<file path="config.mk">
export PLATFORM = sky130hd
export DESIGN_NAME = vram_arbiter_flat
export DESIGN_NICKNAME = d
export VERILOG_FILES = /design/src/rtl/vram_pkg.sv /design/src/rtl/vram_if.sv /design/src/rtl/vram_rd_pipe.sv /design/src/rtl/vram_arbiter.sv /design/src/flat_wrapper.sv
export SDC_FILE = /design/constraint.sdc
export NUM_CORES = 1
export LEC_CHECK = 0
export CAP_MARGIN = 5
export CORE_ASPECT_RATIO = 0.5
export CORE_MARGIN = 10
export CORE_UTILIZATION = 42
export CTS_BUF_LIST = sky130_fd_sc_hd__clkbuf_2 sky130_fd_sc_hd__clkbuf_4 sky130_fd_sc_hd__clkbuf_8
export DETAILED_ROUTE_END_ITERATION = 10
export PLACE_DENSITY = 0.82
export RECOVER_POWER = 25
export SYNTH_ARGS = -nofsm -noshare
export SYNTH_HDL_FRONTEND = slang
export SYNTH_SLANG_ARGS = --single-unit
</file>
<file path="constraint.sdc">
create_clock -name clock -period 1.99 [get_ports clock]
set_clock_uncertainty 0.2 [all_clocks]
set_input_delay 0.2985 -clock clock [delete_from_list [all_inputs] [get_ports clock]]
set_output_delay 0.2985 -clock clock [all_outputs]
set_load 0.01 [all_outputs]
</file>
<file path="src/rtl/vram_pkg.sv">
// Shared types and widths for the video RAM arbiter: grant encoding and the
// read-return tag that travels alongside each RAM read.
package vram_pkg;

  localparam int ADDR_W = 16;
  localparam int DATA_W = 16;

  typedef enum logic [1:0] {
    G_NONE,
    G_VGA,
    G_CPU_RD,
    G_CPU_WR
  } grant_t;

  typedef enum logic {
    OWN_VGA,
    OWN_CPU
  } owner_t;

  typedef struct packed {
    logic   valid;
    owner_t owner;
    logic   err;
  } rd_tag_t;

  function automatic logic is_cpu(input grant_t g);
    return (g == G_CPU_RD) || (g == G_CPU_WR);
  endfunction

endpackage

</file>
<file path="src/rtl/vram_if.sv">
// Bus bundle between the arbiter (slave side) and its two requesters plus the
// single-port RAM macro (master side, driven by whoever hosts the arbiter).
interface vram_if;
  import vram_pkg::*;

  logic              vga_req;
  logic [ADDR_W-1:0] vga_addr;
  logic              vga_ack;
  logic [DATA_W-1:0] vga_rdata;
  logic              vga_rvalid;

  logic              cpu_req;
  logic              cpu_we;
  logic [ADDR_W-1:0] cpu_addr;
  logic [DATA_W-1:0] cpu_wdata;
  logic              cpu_ack;
  logic [DATA_W-1:0] cpu_rdata;
  logic              cpu_rvalid;
  logic              cpu_err;

  logic [ADDR_W-1:0] mem_addr;
  logic              mem_we;
  logic [DATA_W-1:0] mem_wdata;
  logic [DATA_W-1:0] mem_rdata;

  modport slave (
    input  vga_req, vga_addr, cpu_req, cpu_we, cpu_addr, cpu_wdata, mem_rdata,
    output vga_ack, vga_rdata, vga_rvalid, cpu_ack, cpu_rdata, cpu_rvalid,
           cpu_err, mem_addr, mem_we, mem_wdata
  );

  modport master (
    output vga_req, vga_addr, cpu_req, cpu_we, cpu_addr, cpu_wdata, mem_rdata,
    input  vga_ack, vga_rdata, vga_rvalid, cpu_ack, cpu_rdata, cpu_rvalid,
           cpu_err, mem_addr, mem_we, mem_wdata
  );

endinterface

</file>
<file path="src/rtl/vram_rd_pipe.sv">
// Two-stage read tag shift register that lines up with the RAM's one-cycle read
// latency and steers the returned word to the VGA or CPU read port.
module vram_rd_pipe
  import vram_pkg::*;
(
  input  logic              clock,
  input  logic              clear_n,
  input  rd_tag_t           i_tag,
  input  logic [DATA_W-1:0] i_mem_rdata,
  output logic [DATA_W-1:0] o_vga_rdata,
  output logic              o_vga_rvalid,
  output logic [DATA_W-1:0] o_cpu_rdata,
  output logic              o_cpu_rvalid
);

  rd_tag_t           r_stage1;
  rd_tag_t           r_stage2;
  logic [DATA_W-1:0] r_vga_rdata;
  logic              r_vga_rvalid;
  logic [DATA_W-1:0] r_cpu_rdata;
  logic              r_cpu_rvalid;
  logic [DATA_W-1:0] w_ret_data;
  logic              w_ret_vga;
  logic              w_ret_cpu;

  always_comb begin
    w_ret_data = r_stage2.err ? '0 : i_mem_rdata;
    w_ret_vga  = r_stage2.valid && (r_stage2.owner == OWN_VGA);
    w_ret_cpu  = r_stage2.valid && (r_stage2.owner == OWN_CPU);
  end

  // Clearing the tags on reset is what drops in-flight reads: no rvalid can
  // surface after release for a read granted before it.
  always_ff @(posedge clock or negedge clear_n) begin
    if (!clear_n) begin
      r_stage1     <= '0;
      r_stage2     <= '0;
      r_vga_rdata  <= '0;
      r_vga_rvalid <= 1'b0;
      r_cpu_rdata  <= '0;
      r_cpu_rvalid <= 1'b0;
    end else begin
      r_stage1     <= i_tag;
      r_stage2     <= r_stage1;
      r_vga_rvalid <= w_ret_vga;
      r_cpu_rvalid <= w_ret_cpu;
      if (w_ret_vga) r_vga_rdata <= w_ret_data;
      if (w_ret_cpu) r_cpu_rdata <= w_ret_data;
    end
  end

  assign o_vga_rdata  = r_vga_rdata;
  assign o_vga_rvalid = r_vga_rvalid;
  assign o_cpu_rdata  = r_cpu_rdata;
  assign o_cpu_rvalid = r_cpu_rvalid;

endmodule

</file>
<file path="src/rtl/vram_arbiter.sv">
// Single-port video RAM arbiter: VGA scanout has priority, a saturating wait
// counter lets a starved CPU request override it. One RAM access per clock.
module vram_arbiter
  import vram_pkg::*;
#(
  parameter int MEM_WORDS    = 65536,
  parameter int CPU_MAX_WAIT = 4
) (
  input logic  clock,
  input logic  clear_n,
  vram_if.slave bus
);

  localparam logic [3:0] MAX_WAIT = 4'(CPU_MAX_WAIT);

  grant_t            w_grant;
  logic              w_cpu_gnt;
  logic              w_cpu_oow;
  rd_tag_t           w_tag;
  logic [3:0]        r_wait_cnt;
  logic              r_vga_ack;
  logic              r_cpu_ack;
  logic              r_cpu_err;
  logic [ADDR_W-1:0] r_mem_addr;
  logic              r_mem_we;
  logic [DATA_W-1:0] r_mem_wdata;

  // NOTE: every variable in an always_comb gets a default first, so no path
  // through the block can leave it unassigned and infer a latch.
  always_comb begin
    w_cpu_oow = 32'(bus.cpu_addr) >= 32'(MEM_WORDS);
    w_grant   = G_NONE;
    if (bus.cpu_req && ((r_wait_cnt == MAX_WAIT) || !bus.vga_req))
      w_grant = bus.cpu_we ? G_CPU_WR : G_CPU_RD;
    else if (bus.vga_req)
      w_grant = G_VGA;
    w_cpu_gnt = is_cpu(w_grant);

    w_tag.valid = (w_grant == G_VGA) || (w_grant == G_CPU_RD);
    w_tag.owner = (w_grant == G_VGA) ? OWN_VGA : OWN_CPU;
    w_tag.err   = (w_grant == G_CPU_RD) && w_cpu_oow;
  end

  // NOTE: state is updated with non-blocking assignments so every register
  // samples the pre-edge values, independent of statement order.
  always_ff @(posedge clock or negedge clear_n) begin
    if (!clear_n) begin
      r_wait_cnt <= '0;
    end else if (!bus.cpu_req || w_cpu_gnt) begin
      r_wait_cnt <= '0;
    end else if (r_wait_cnt != MAX_WAIT) begin
      r_wait_cnt <= r_wait_cnt + 4'd1;
    end
  end

  // An out-of-window write is acked with err but never reaches the RAM.
  always_ff @(posedge clock or negedge clear_n) begin
    if (!clear_n) begin
      r_vga_ack   <= 1'b0;
      r_cpu_ack   <= 1'b0;
      r_cpu_err   <= 1'b0;
      r_mem_addr  <= '0;
      r_mem_we    <= 1'b0;
      r_mem_wdata <= '0;
    end else begin
      r_vga_ack <= (w_grant == G_VGA);
      r_cpu_ack <= w_cpu_gnt;
      r_cpu_err <= w_cpu_gnt && w_cpu_oow;
      r_mem_we  <= (w_grant == G_CPU_WR) && !w_cpu_oow;
      if (w_grant != G_NONE) begin
        r_mem_addr  <= (w_grant == G_VGA) ? bus.vga_addr : bus.cpu_addr;
        r_mem_wdata <= bus.cpu_wdata;
      end
    end
  end

  assign bus.vga_ack   = r_vga_ack;
  assign bus.cpu_ack   = r_cpu_ack;
  assign bus.cpu_err   = r_cpu_err;
  assign bus.mem_addr  = r_mem_addr;
  assign bus.mem_we    = r_mem_we;
  assign bus.mem_wdata = r_mem_wdata;

  vram_rd_pipe u_rd_pipe (
    .clock       (clock),
    .clear_n     (clear_n),
    .i_tag       (w_tag),
    .i_mem_rdata (bus.mem_rdata),
    .o_vga_rdata (bus.vga_rdata),
    .o_vga_rvalid(bus.vga_rvalid),
    .o_cpu_rdata (bus.cpu_rdata),
    .o_cpu_rvalid(bus.cpu_rvalid)
  );

endmodule

</file>
<file path="src/flat_wrapper.sv">
// flat-port wrapper written by rule: the top's interface ports become plain ports
module vram_arbiter_flat import vram_pkg::*;
#(
  parameter int MEM_WORDS    = 65536,
  parameter int CPU_MAX_WAIT = 4
)
  (clock, clear_n, bus_vga_req, bus_vga_addr, bus_cpu_req, bus_cpu_we, bus_cpu_addr, bus_cpu_wdata, bus_mem_rdata, bus_vga_ack, bus_vga_rdata, bus_vga_rvalid, bus_cpu_ack, bus_cpu_rdata, bus_cpu_rvalid, bus_cpu_err, bus_mem_addr, bus_mem_we, bus_mem_wdata);
  vram_if bus_i ();
  input logic clock;
  input logic clear_n;
  input wire logic [$bits(bus_i.vga_req)-1:0] bus_vga_req;
  input wire logic [$bits(bus_i.vga_addr)-1:0] bus_vga_addr;
  input wire logic [$bits(bus_i.cpu_req)-1:0] bus_cpu_req;
  input wire logic [$bits(bus_i.cpu_we)-1:0] bus_cpu_we;
  input wire logic [$bits(bus_i.cpu_addr)-1:0] bus_cpu_addr;
  input wire logic [$bits(bus_i.cpu_wdata)-1:0] bus_cpu_wdata;
  input wire logic [$bits(bus_i.mem_rdata)-1:0] bus_mem_rdata;
  output wire logic [$bits(bus_i.vga_ack)-1:0] bus_vga_ack;
  output wire logic [$bits(bus_i.vga_rdata)-1:0] bus_vga_rdata;
  output wire logic [$bits(bus_i.vga_rvalid)-1:0] bus_vga_rvalid;
  output wire logic [$bits(bus_i.cpu_ack)-1:0] bus_cpu_ack;
  output wire logic [$bits(bus_i.cpu_rdata)-1:0] bus_cpu_rdata;
  output wire logic [$bits(bus_i.cpu_rvalid)-1:0] bus_cpu_rvalid;
  output wire logic [$bits(bus_i.cpu_err)-1:0] bus_cpu_err;
  output wire logic [$bits(bus_i.mem_addr)-1:0] bus_mem_addr;
  output wire logic [$bits(bus_i.mem_we)-1:0] bus_mem_we;
  output wire logic [$bits(bus_i.mem_wdata)-1:0] bus_mem_wdata;
  assign bus_i.vga_req = bus_vga_req;
  assign bus_i.vga_addr = bus_vga_addr;
  assign bus_i.cpu_req = bus_cpu_req;
  assign bus_i.cpu_we = bus_cpu_we;
  assign bus_i.cpu_addr = bus_cpu_addr;
  assign bus_i.cpu_wdata = bus_cpu_wdata;
  assign bus_i.mem_rdata = bus_mem_rdata;
  assign bus_vga_ack = bus_i.vga_ack;
  assign bus_vga_rdata = bus_i.vga_rdata;
  assign bus_vga_rvalid = bus_i.vga_rvalid;
  assign bus_cpu_ack = bus_i.cpu_ack;
  assign bus_cpu_rdata = bus_i.cpu_rdata;
  assign bus_cpu_rvalid = bus_i.cpu_rvalid;
  assign bus_cpu_err = bus_i.cpu_err;
  assign bus_mem_addr = bus_i.mem_addr;
  assign bus_mem_we = bus_i.mem_we;
  assign bus_mem_wdata = bus_i.mem_wdata;
  vram_arbiter #(.MEM_WORDS(MEM_WORDS), .CPU_MAX_WAIT(CPU_MAX_WAIT)) u_core (.clock(clock), .clear_n(clear_n), .bus(bus_i));
endmodule
</file>
# Word level (Yosys, flattened, before mapping)
# Cells that the tools add are included.
op_classes:
  reduce_logical: 11
  n_bitwise: 1
  n_eq_ne: 5
  add_sub_neg: 1
  muxes: 7
ops:
  columns: ["operator", "count"]
  rows:
  - ["16-bit 2-to-1 mux", 1]
  - ["4-bit 2-to-1 mux", 2]
  - ["4-bit by 1-bit adder with 4-bit output (second input constant)", 1]
  - ["2-bit == test (second input constant)", 2]
  - ["4-bit by 3-bit == test with 1-bit output (second input constant)", 1]
  - ["1-bit logical OR", 4]
  - ["4-bit by 3-bit != test with 1-bit output (second input constant)", 1]
  - ["2-bit nonzero test", 2]
  - ["1-bit logical AND", 3]
  - ["1-bit 2-to-1 mux", 3]
  - ["2-bit by 1-bit == test with 1-bit output (second input constant)", 1]
  - ["1-bit logical NOT", 2]
  - ["2-bit 2-to-1 mux", 1]
  - ["1-bit inverter", 1]
totals:
  inputBits: 69
  regBits: 77
  output_inout_bits: 70
  wordCells: 39

# Longest topological paths before layout
# Gate-level depths: netlist of run 1.
depth:
  ltp_word: 8
  mapped_depth: 6

# Modules after synthesis
# Synthesis of run 1 repeated with hierarchy kept, for this count alone.
unflattened:
  hier_cells: 211
  area_unflattened_um2: 3214.3
modules_own_cells:
  columns: ["mod", "instances", "area_per_inst_um2", "seq_area_each_um2", "cells_each"]
  rows:
  - ["vram_arbiter", 1, 1659.1, 975.9, 116]
  - ["vram_rd_pipe", 1, 1555.2, 1001.0, 95]

# Worst setup path after synthesis of run 1
# OpenSTA, ideal clock, no wires.
synth_path:
  path_type: "reg2reg"
  from: "reg u_core.r_wait_cnt[0]"
  to: "reg u_core.r_mem_addr[10], in the netlist u_core.bus.mem_addr[10]"
  t_required_ps: 1664
  t_arrival_ps: 1368
  setup_ps: 126
  stages_incl_launch_ff: 7
  n_path_buf: 1
  setup_slack_ps: 296
  cell_sequence: "dfrtp_1 -> inv_1 -> ha_1 -> nand4b_4 -> o21ai_2 -> buf_4 -> a221o_1"
synth_via:
  elab_chain_cells: 6
  word_cells_on_any_way: 7
  classes_between: "2 x eq/ne; 2 x mux; 3 x reduce/logical"
synth_lines:
  columns: ["item", "line", "text"]
  rows:
  - ["from (decl)", "vram_arbiter.sv:20", "logic [3:0] r_wait_cnt;"]
  - ["from (signal assigned)", "vram_arbiter.sv:52", "r_wait_cnt <= r_wait_cnt + 4'd1;"]
  - ["4-bit by 3-bit == test with 1-bit output (*)", "vram_arbiter.sv:33", "if (bus.cpu_req && ((r_wait_cnt == MAX_WAIT) || !bus.vga_req))"]
  - ["1-bit logical OR (*)", "vram_arbiter.sv:33", null]
  - ["1-bit logical AND (*)", "vram_arbiter.sv:33", null]
  - ["2-bit 2-to-1 mux (*)", "vram_arbiter.sv:33", null]
  - ["2-bit by 1-bit == test with 1-bit output", "vram_arbiter.sv:71", "r_mem_addr <= (w_grant == G_VGA) ? bus.vga_addr : bus.cpu_addr;"]
  - ["16-bit 2-to-1 mux", "vram_arbiter.sv:71", null]
  - ["to (signal assigned)", "vram_arbiter.sv:71", null]
  - ["to (decl)", "vram_arbiter.sv:24", "logic [ADDR_W-1:0] r_mem_addr;"]
# Every way passes the cells marked *; elsewhere a longest branch is shown, timed or not.
# A chain may end at the register's enable or synchronous reset.

# Final worst setup path of run 1
layout_path:
  from: "reg u_core.r_wait_cnt[0]"
  to: "reg u_core.r_mem_addr[14], in the netlist u_core.bus.mem_addr[14]"
# The elaborated chain is that of the path after synthesis.

==> out/results.txt, run 1 <==
CP Max Fanout = 18
Final ANT Viol Nets = 0
Leak = 2.036 nW
Slew HR = 35.20%
H-Tree Depth = 3
DR iter-0 viols = 173
Seq cells post-synth = 77
Inserted Diodes = 0
Hold Crit Class = register to register
Filler cells = 457
CP Capture Type = register
DR WL/cell = 20.69 µm
Final hold violation count = 0
Final clock period utilization by the worst path = 94.37%
FF-to-FF End = u_core.bus.mem_addr[14]
Post_cts resized = 0
Global-route usage over all layers = 16.51%
Chip height = 79.37 µm
CTS tree = built
Initial core utilization = 43.84%
Initial antenna violation count = 0
DRC = 0
Gpl congestion = 0.7614
Crit path time final = 1.878 ns
Vias = 2181
Vias in the first global route = 2549
Synthesis warning total = 0
Status = complete, no violations
Syn_area_per_cell = 15.34 µm²
Final core occ = 69.61%
CTS root buffer = clkbuf_8
Pins Over Slew Limit = 0
Post-synth EDFFs = 0
Largest net degree at the start of global routing = 38
Seq/Total Area, Yosys = 65.09%
Clk slew on worst S/H paths = 0.08 ns
PortBufs = 137
# nets final = 414
Hold path endpoint = u_core.u_rd_pipe.r_stage2[2]
CTS buffer count = 9
GR Overflow Total = 0
I/O pin total = 139
Drt total wl = 9.102 mm
Die W = 138.7 µm
Total design power = 3.874 mW
Post-route insts no fill = 440
DR pass1 iterations = 4
Area delta synth->final = 58.79%
Die area = 11010 µm²
First-pass GRT wire length = 14.55 mm
Synth cell types = 22
Vias per inst = 4.957
Main flop type after synthesis = dfrtp_1
Clock latency on the worst-skew pair = 0.35 ns
FF/Latch Area = 1927 µm²
CTS Buffer Depth = 2
Least-Margin Pin Slew = 0.9720 ns
Area taken by multi-input logic gates = 952.2 µm²
Row cnt = 21
RSZ-0062 raised after global routing = false
Reg2reg start = u_core.r_wait_cnt[0]
Pwr/cell area = 824.2 nW/µm²
Worst reg-to-reg path cell count = 6
Hold-critical path depth = 0
CP Launch Type = register
CTS Sinks = 77
Syn Nets = 264
Fmax = 0.5325 GHz
Dpl cells = 423
Async SR Flop Fraction = 100.0%
WP data required = 2.01 ns
Placed wire-length estimate = 7.025 mm
CP Data Arrival Time = 1.90 ns
Crit path kind = register to register
Max-cap violation count = 0
Share of post-route cells with drive strength above 1 = 22.70%
Reg2reg setup slack = 0.11 ns
TNS Setup = 0 ns
Synthesized instance count = 193
Synthesized area = 2960 µm²
Total core area = 6753 µm²
Peak supply drop = 0.4140 mV
Hold Crit Start = u_core.u_rd_pipe.r_stage1[2]
Final Setup Violations = 0
==> final cells by class <==
| class | count | share of cell area (%) |
|---|---|---|
| multi-input cells | 100 | 20.26 |
| inverters | 5 | 0.3993 |
| repair buffers | 150 | 31.65 |
| clock buffers | 10 | 2.928 |
| well taps | 92 | 2.449 |
| flip-flops and latches | 77 | 40.99 |
| clock inverters | 6 | 1.331 |
==> flip-flops by register name, indices dropped and copies added, names as in the netlist <==
signal                         flops
u_core.bus.cpu_ack                 1
u_core.bus.mem_addr               16
u_core.bus.mem_wdata              16
u_core.bus.mem_we                  1
u_core.bus.vga_ack                 1
u_core.r_wait_cnt                  4
u_core.u_rd_pipe.o_cpu_rdata      16
u_core.u_rd_pipe.o_cpu_rvalid      1
u_core.u_rd_pipe.o_vga_rdata      16
u_core.u_rd_pipe.o_vga_rvalid      1
u_core.u_rd_pipe.r_stage1          2
u_core.u_rd_pipe.r_stage2          2
==> worst max-delay path, cell delays in order (launching register included) <==
cell and delay, ns:
dfrtp_1 0.38, inv_1 0.08, ha_1 0.24, nand4b_4 0.22
o21ai_2 0.11, buf_4 0.16, a221o_1 0.37
==> cells by family (layout without fill, tap and decap cells) <==
family,after synthesis,in the layout,synth area share (%)
other cells,1,1,0.1267
fa+ha+maj,2,2,0.8452
flops,77,77,65.09
simple gates,28,28,6.128
xor+xnor,2,2,0.5918
mux,48,48,18.26
compound gates,19,19,6.128
buf+inv,16,171,2.831
==> cell usage after synthesis, types with 2 or more instances <==
cell type | n | share of area [%]
buf_2 | 7 | 1.2
nand2_1 | 3 | 0.38
buf_4 | 2 | 0.51
ha_1 | 2 | 0.85
mux2_2 | 48 | 18
dfrtp_1 | 77 | 65
and3_1 | 20 | 4.2
inv_1 | 5 | 0.63
a221o_1 | 16 | 5.4
==> cell usage in the layout, fill, tap and decap left out, drive strengths merged, types with 2 or more instances in the layout <==
master	instances
dfrtp	77
buf	11
inv	5
o21ai	2
clkinv	2
clkbuf	12
clkinvlp	3
clkdlybuf4s50	136
mux2	48
nand2	3
and3	20
a221o	16
ha	2
==> repair_timing <==
action                                  4_1_cts  5_1_grt
endpoints found under the hold margin        35        0
endpoints found under the setup margin        0        0
hold buffers                                  1        0
setup buffers                                 0        0
==> through the flow <==
stage	hold WS [ns]	cell area (µm²)	worst slack, ns
after floorplan	-0.1971	2960	0.2959
final	0.1757	4701	0.1120
after global placement	0.08671	4497	0.02948
after detailed placement	0.09746	4497	-0.04515
after CTS	0.1722	4707	0.1182
after global routing	0.1873	4701	0.01299
==> metal layers <==
layer	track usage (%)	share of wire, %	up-vias
li1	-	-	993
met1	15.77	35	1132
met2	33.43	59	40
met3	4.276	3.5	16
met4	6.936	1.9	0
met5	0	0	-
==> power breakdown <==
part | leakage [nW] | switching [mW] | internal [mW] | total [mW]
Sequential | 0.918 | 0.0943 | 1.73 | 1.83
Clock | 0.0943 | 0.574 | 0.608 | 1.18
Combinational | 1.02 | 0.319 | 0.547 | 0.866
Total | 2.04 | 0.988 | 2.89 | 3.87
==> worst max-delay path by stage <==
stage                               startpoint  depth (start not counted)                       end
after floorplan           u_core.r_wait_cnt[0]                          6   u_core.bus.mem_addr[10]
after global placement             bus_cpu_req                          5  u_core.bus.mem_wdata[10]
after detailed placement           bus_cpu_req                          5  u_core.bus.mem_wdata[10]
after CTS                 u_core.r_wait_cnt[0]                          6   u_core.bus.mem_addr[14]
after global routing      u_core.r_wait_cnt[0]                          6   u_core.bus.mem_addr[14]
final                     u_core.r_wait_cnt[0]                          6   u_core.bus.mem_addr[14]
Power figures use the tool's default switching activity.
==> inputs of run 2 (changes only) <==
--- a/config.mk
+++ b/config.mk
@@ -8,10 +8,9 @@
 export CAP_MARGIN = 5
 export CORE_ASPECT_RATIO = 0.5
 export CORE_MARGIN = 10
-export CORE_UTILIZATION = 42
+export CORE_UTILIZATION = 30
 export CTS_BUF_LIST = sky130_fd_sc_hd__clkbuf_2 sky130_fd_sc_hd__clkbuf_4 sky130_fd_sc_hd__clkbuf_8
 export DETAILED_ROUTE_END_ITERATION = 10
-export PLACE_DENSITY = 0.82
 export RECOVER_POWER = 25
 export SYNTH_ARGS = -nofsm -noshare
 export SYNTH_HDL_FRONTEND = slang
==> run 2 against run 1 <==
  * First-iteration DRC count fell by 55%
  * Final cell count grew 10%
  * Worst hold slack got worse by 0.033 ns
  * Via count down 2.0%
  * Count of clock-buffer cells in the layout rose by 3
  * Clock power grew 5%
  * Fmax is 3.6% higher
  * Sequential share of layout area shrank 0.79 points
  * Die area grew 32%
  * Sequential power barely moved
  * Power grew 1.2%
  * Register-to-register slack gained 0.12 ns
==> out/results.txt, run 2 (synthesized netlist as in run 1, its figures left out) <==
H-Tree Depth = 3
Row cnt = 25
Vias per inst = 4.415
DR pass1 iterations = 4
DP Area = 4571 µm²
TNS Setup = 0 ns
CTS Sinks = 77
Die area = 14480 µm²
CTS buffer count = 9
Commonest non-fill, non-tap cell in the layout = clkdlybuf4s50_1
Crit path time final = 1.813 ns
Share of post-route cells with drive strength above 1 = 23.21%
Placed wire-length estimate = 7.006 mm
Critical-path top delay cell = clkdlybuf4s50_1
Reg2reg start = u_core.r_wait_cnt[0]
Final instance area = 4793 µm²
Switching fraction of total power = 24.23%
Most frequent cells in the layout = clkdlybuf4s50_1, dfrtp_1, mux2_2
DR WL/cell = 18.35 µm
DR iter-0 viols = 78
Global-route usage over all layers = 12.54%
Worst path bufs/invs = 1
Pre-CTS WS = -0.02692 ns
PortBufs = 137
Crit path kind = register to primary output
Worst reg-to-reg path cell count = 6
Part of the power in registers = 46.4%
Sw power = 0.9502 mW
Initial antenna violation count = 0
Final core occ = 50.24%
Setup crit start = u_core.bus.mem_addr[2]
WP data required = 1.49 ns
Hold-critical path depth = 0
I/O pin total = 139
Area delta synth->final = 61.92%
Combinational fraction of design power = 21.9%
Peak supply drop = 0.3553 mV
Least-Margin Pin Slew = 0.9644 ns
Hold Crit Start = u_core.u_rd_pipe.r_stage1[1]
First-pass GRT wire length = 14.37 mm
Final Setup Violations = 0
CP Capture Type = primary output
Status = complete, no violations
Post-route insts no fill = 484
Die W = 160.5 µm
Final hold violation count = 0
Dpl cells = 467
Drt total wl = 8.883 mm
Inserted Diodes = 0
CP Launch Type = register
Hold path endpoint = u_core.u_rd_pipe.r_stage2[1]
CP Max Fanout = 2
Total core area = 9540 µm²
Clk slew on worst S/H paths = 0.08 ns
Max-cap violation count = 0
Pins Over Slew Limit = 0
CTS Buffer Depth = 2
Vias in the first global route = 2374
Clock Power Share = 31.7%
Slew HR = 35.71%
Final clock period utilization by the worst path = 91.11%
RSZ-0062 raised after global routing = false
Fmax = 0.5515 GHz
Hold Crit Class = register to register
Leak = 2.064 nW
Final ANT Viol Nets = 0
FF-to-FF End = u_core.bus.mem_addr[4]
Filler cells = 837
# hold bufs at CTS = 1
# nets final = 415
CP cell instances = clkdlybuf4s50_1
Vias = 2137
Clock latency on the worst-skew pair = 0.35 ns
Cell internal pwr = 2.972 mW
Pwr/cell area = 818.2 nW/µm²
Chip height = 90.24 µm
Worst setup margin = 0.1769 ns
Gpl congestion = 0.7254
CP Data Arrival Time = 1.31 ns
DRC = 0
CP delay by family, top = buffers and inverters
Critical path's largest stage delay = 0.59 ns
CTS tree = built
Reg2reg setup slack = 0.23 ns
Initial core utilization = 31.03%
Post-CTS Repair Setup Buffers = 0
GR Overflow Total = 0
Largest net degree at the start of global routing = 39
Post_cts resized = 0
CTS root buffer = clkbuf_8
-- run 2: changes by cell type in the layout (fill, tap and decap cells not counted) --
| cell | before | now |
|---|---|---|
| buf_12 | 2 | 3 |
| buf_4 | 9 | 10 |
| clkbuf_1 | 1 | 0 |
| clkbuf_4 | 0 | 1 |
| clkbuf_8 | 10 | 12 |
| clkinv_2 | 2 | 1 |
| clkinvlp_4 | 3 | 1 |
-- run 2: final cells by class --
| cell class | instances | area, µm² | area share [%] |
|---|---|---|---|
| inverters | 5 | 18.77 | 0.3915 |
| clock inverters | 3 | 42.54 | 0.8875 |
| flip-flops and latches | 77 | 1927 | 40.20 |
| well taps | 135 | 168.9 | 3.524 |
| multi-input cells | 100 | 952.2 | 19.86 |
| clock buffers | 13 | 172.7 | 3.602 |
| repair buffers | 151 | 1511 | 31.53 |
-- run 2: how the worst max path moves through the flow --
stage	end	cells after the start
2_1_floorplan	u_core.bus.mem_addr[10]	6
3_3_place_gp	u_core.bus.mem_wdata[10]	5
3_5_place_dp	u_core.bus.mem_wdata[13]	5
4_1_cts	bus_mem_addr[2]	1
5_1_grt	bus_mem_addr[2]	1
6_report	bus_mem_addr[2]	1
-- run 2: metrics by stage --
stage,hold slack [ns],power [mW]
final,0.1422,3.922
after global routing,0.1617,4.133
after CTS,0.1542,3.997
after detailed placement,0.1016,2.727
after global placement,0.09413,2.706
after floorplan,-0.1971,2.130
-- run 2: layer usage --
layer | global-route usage, % | vias to the layer above | share of wire, %
met5 | 0 | - | 0
met4 | 4.939 | 0 | 1.6
met3 | 3.958 | 11 | 4.1
met2 | 23.42 | 48 | 58
met1 | 12.76 | 1078 | 37
li1 | - | 1000 | -
-- run 2: power groups by stage --
stage	registers, mW	clock network (mW)	logic [mW]
2_1_floorplan	1.92	0	0.212
3_3_place_gp	1.84	0	0.864
3_5_place_dp	1.85	0	0.878
4_1_cts	1.82	1.30	0.882
5_1_grt	1.84	1.37	0.919
6_report	1.82	1.24	0.860
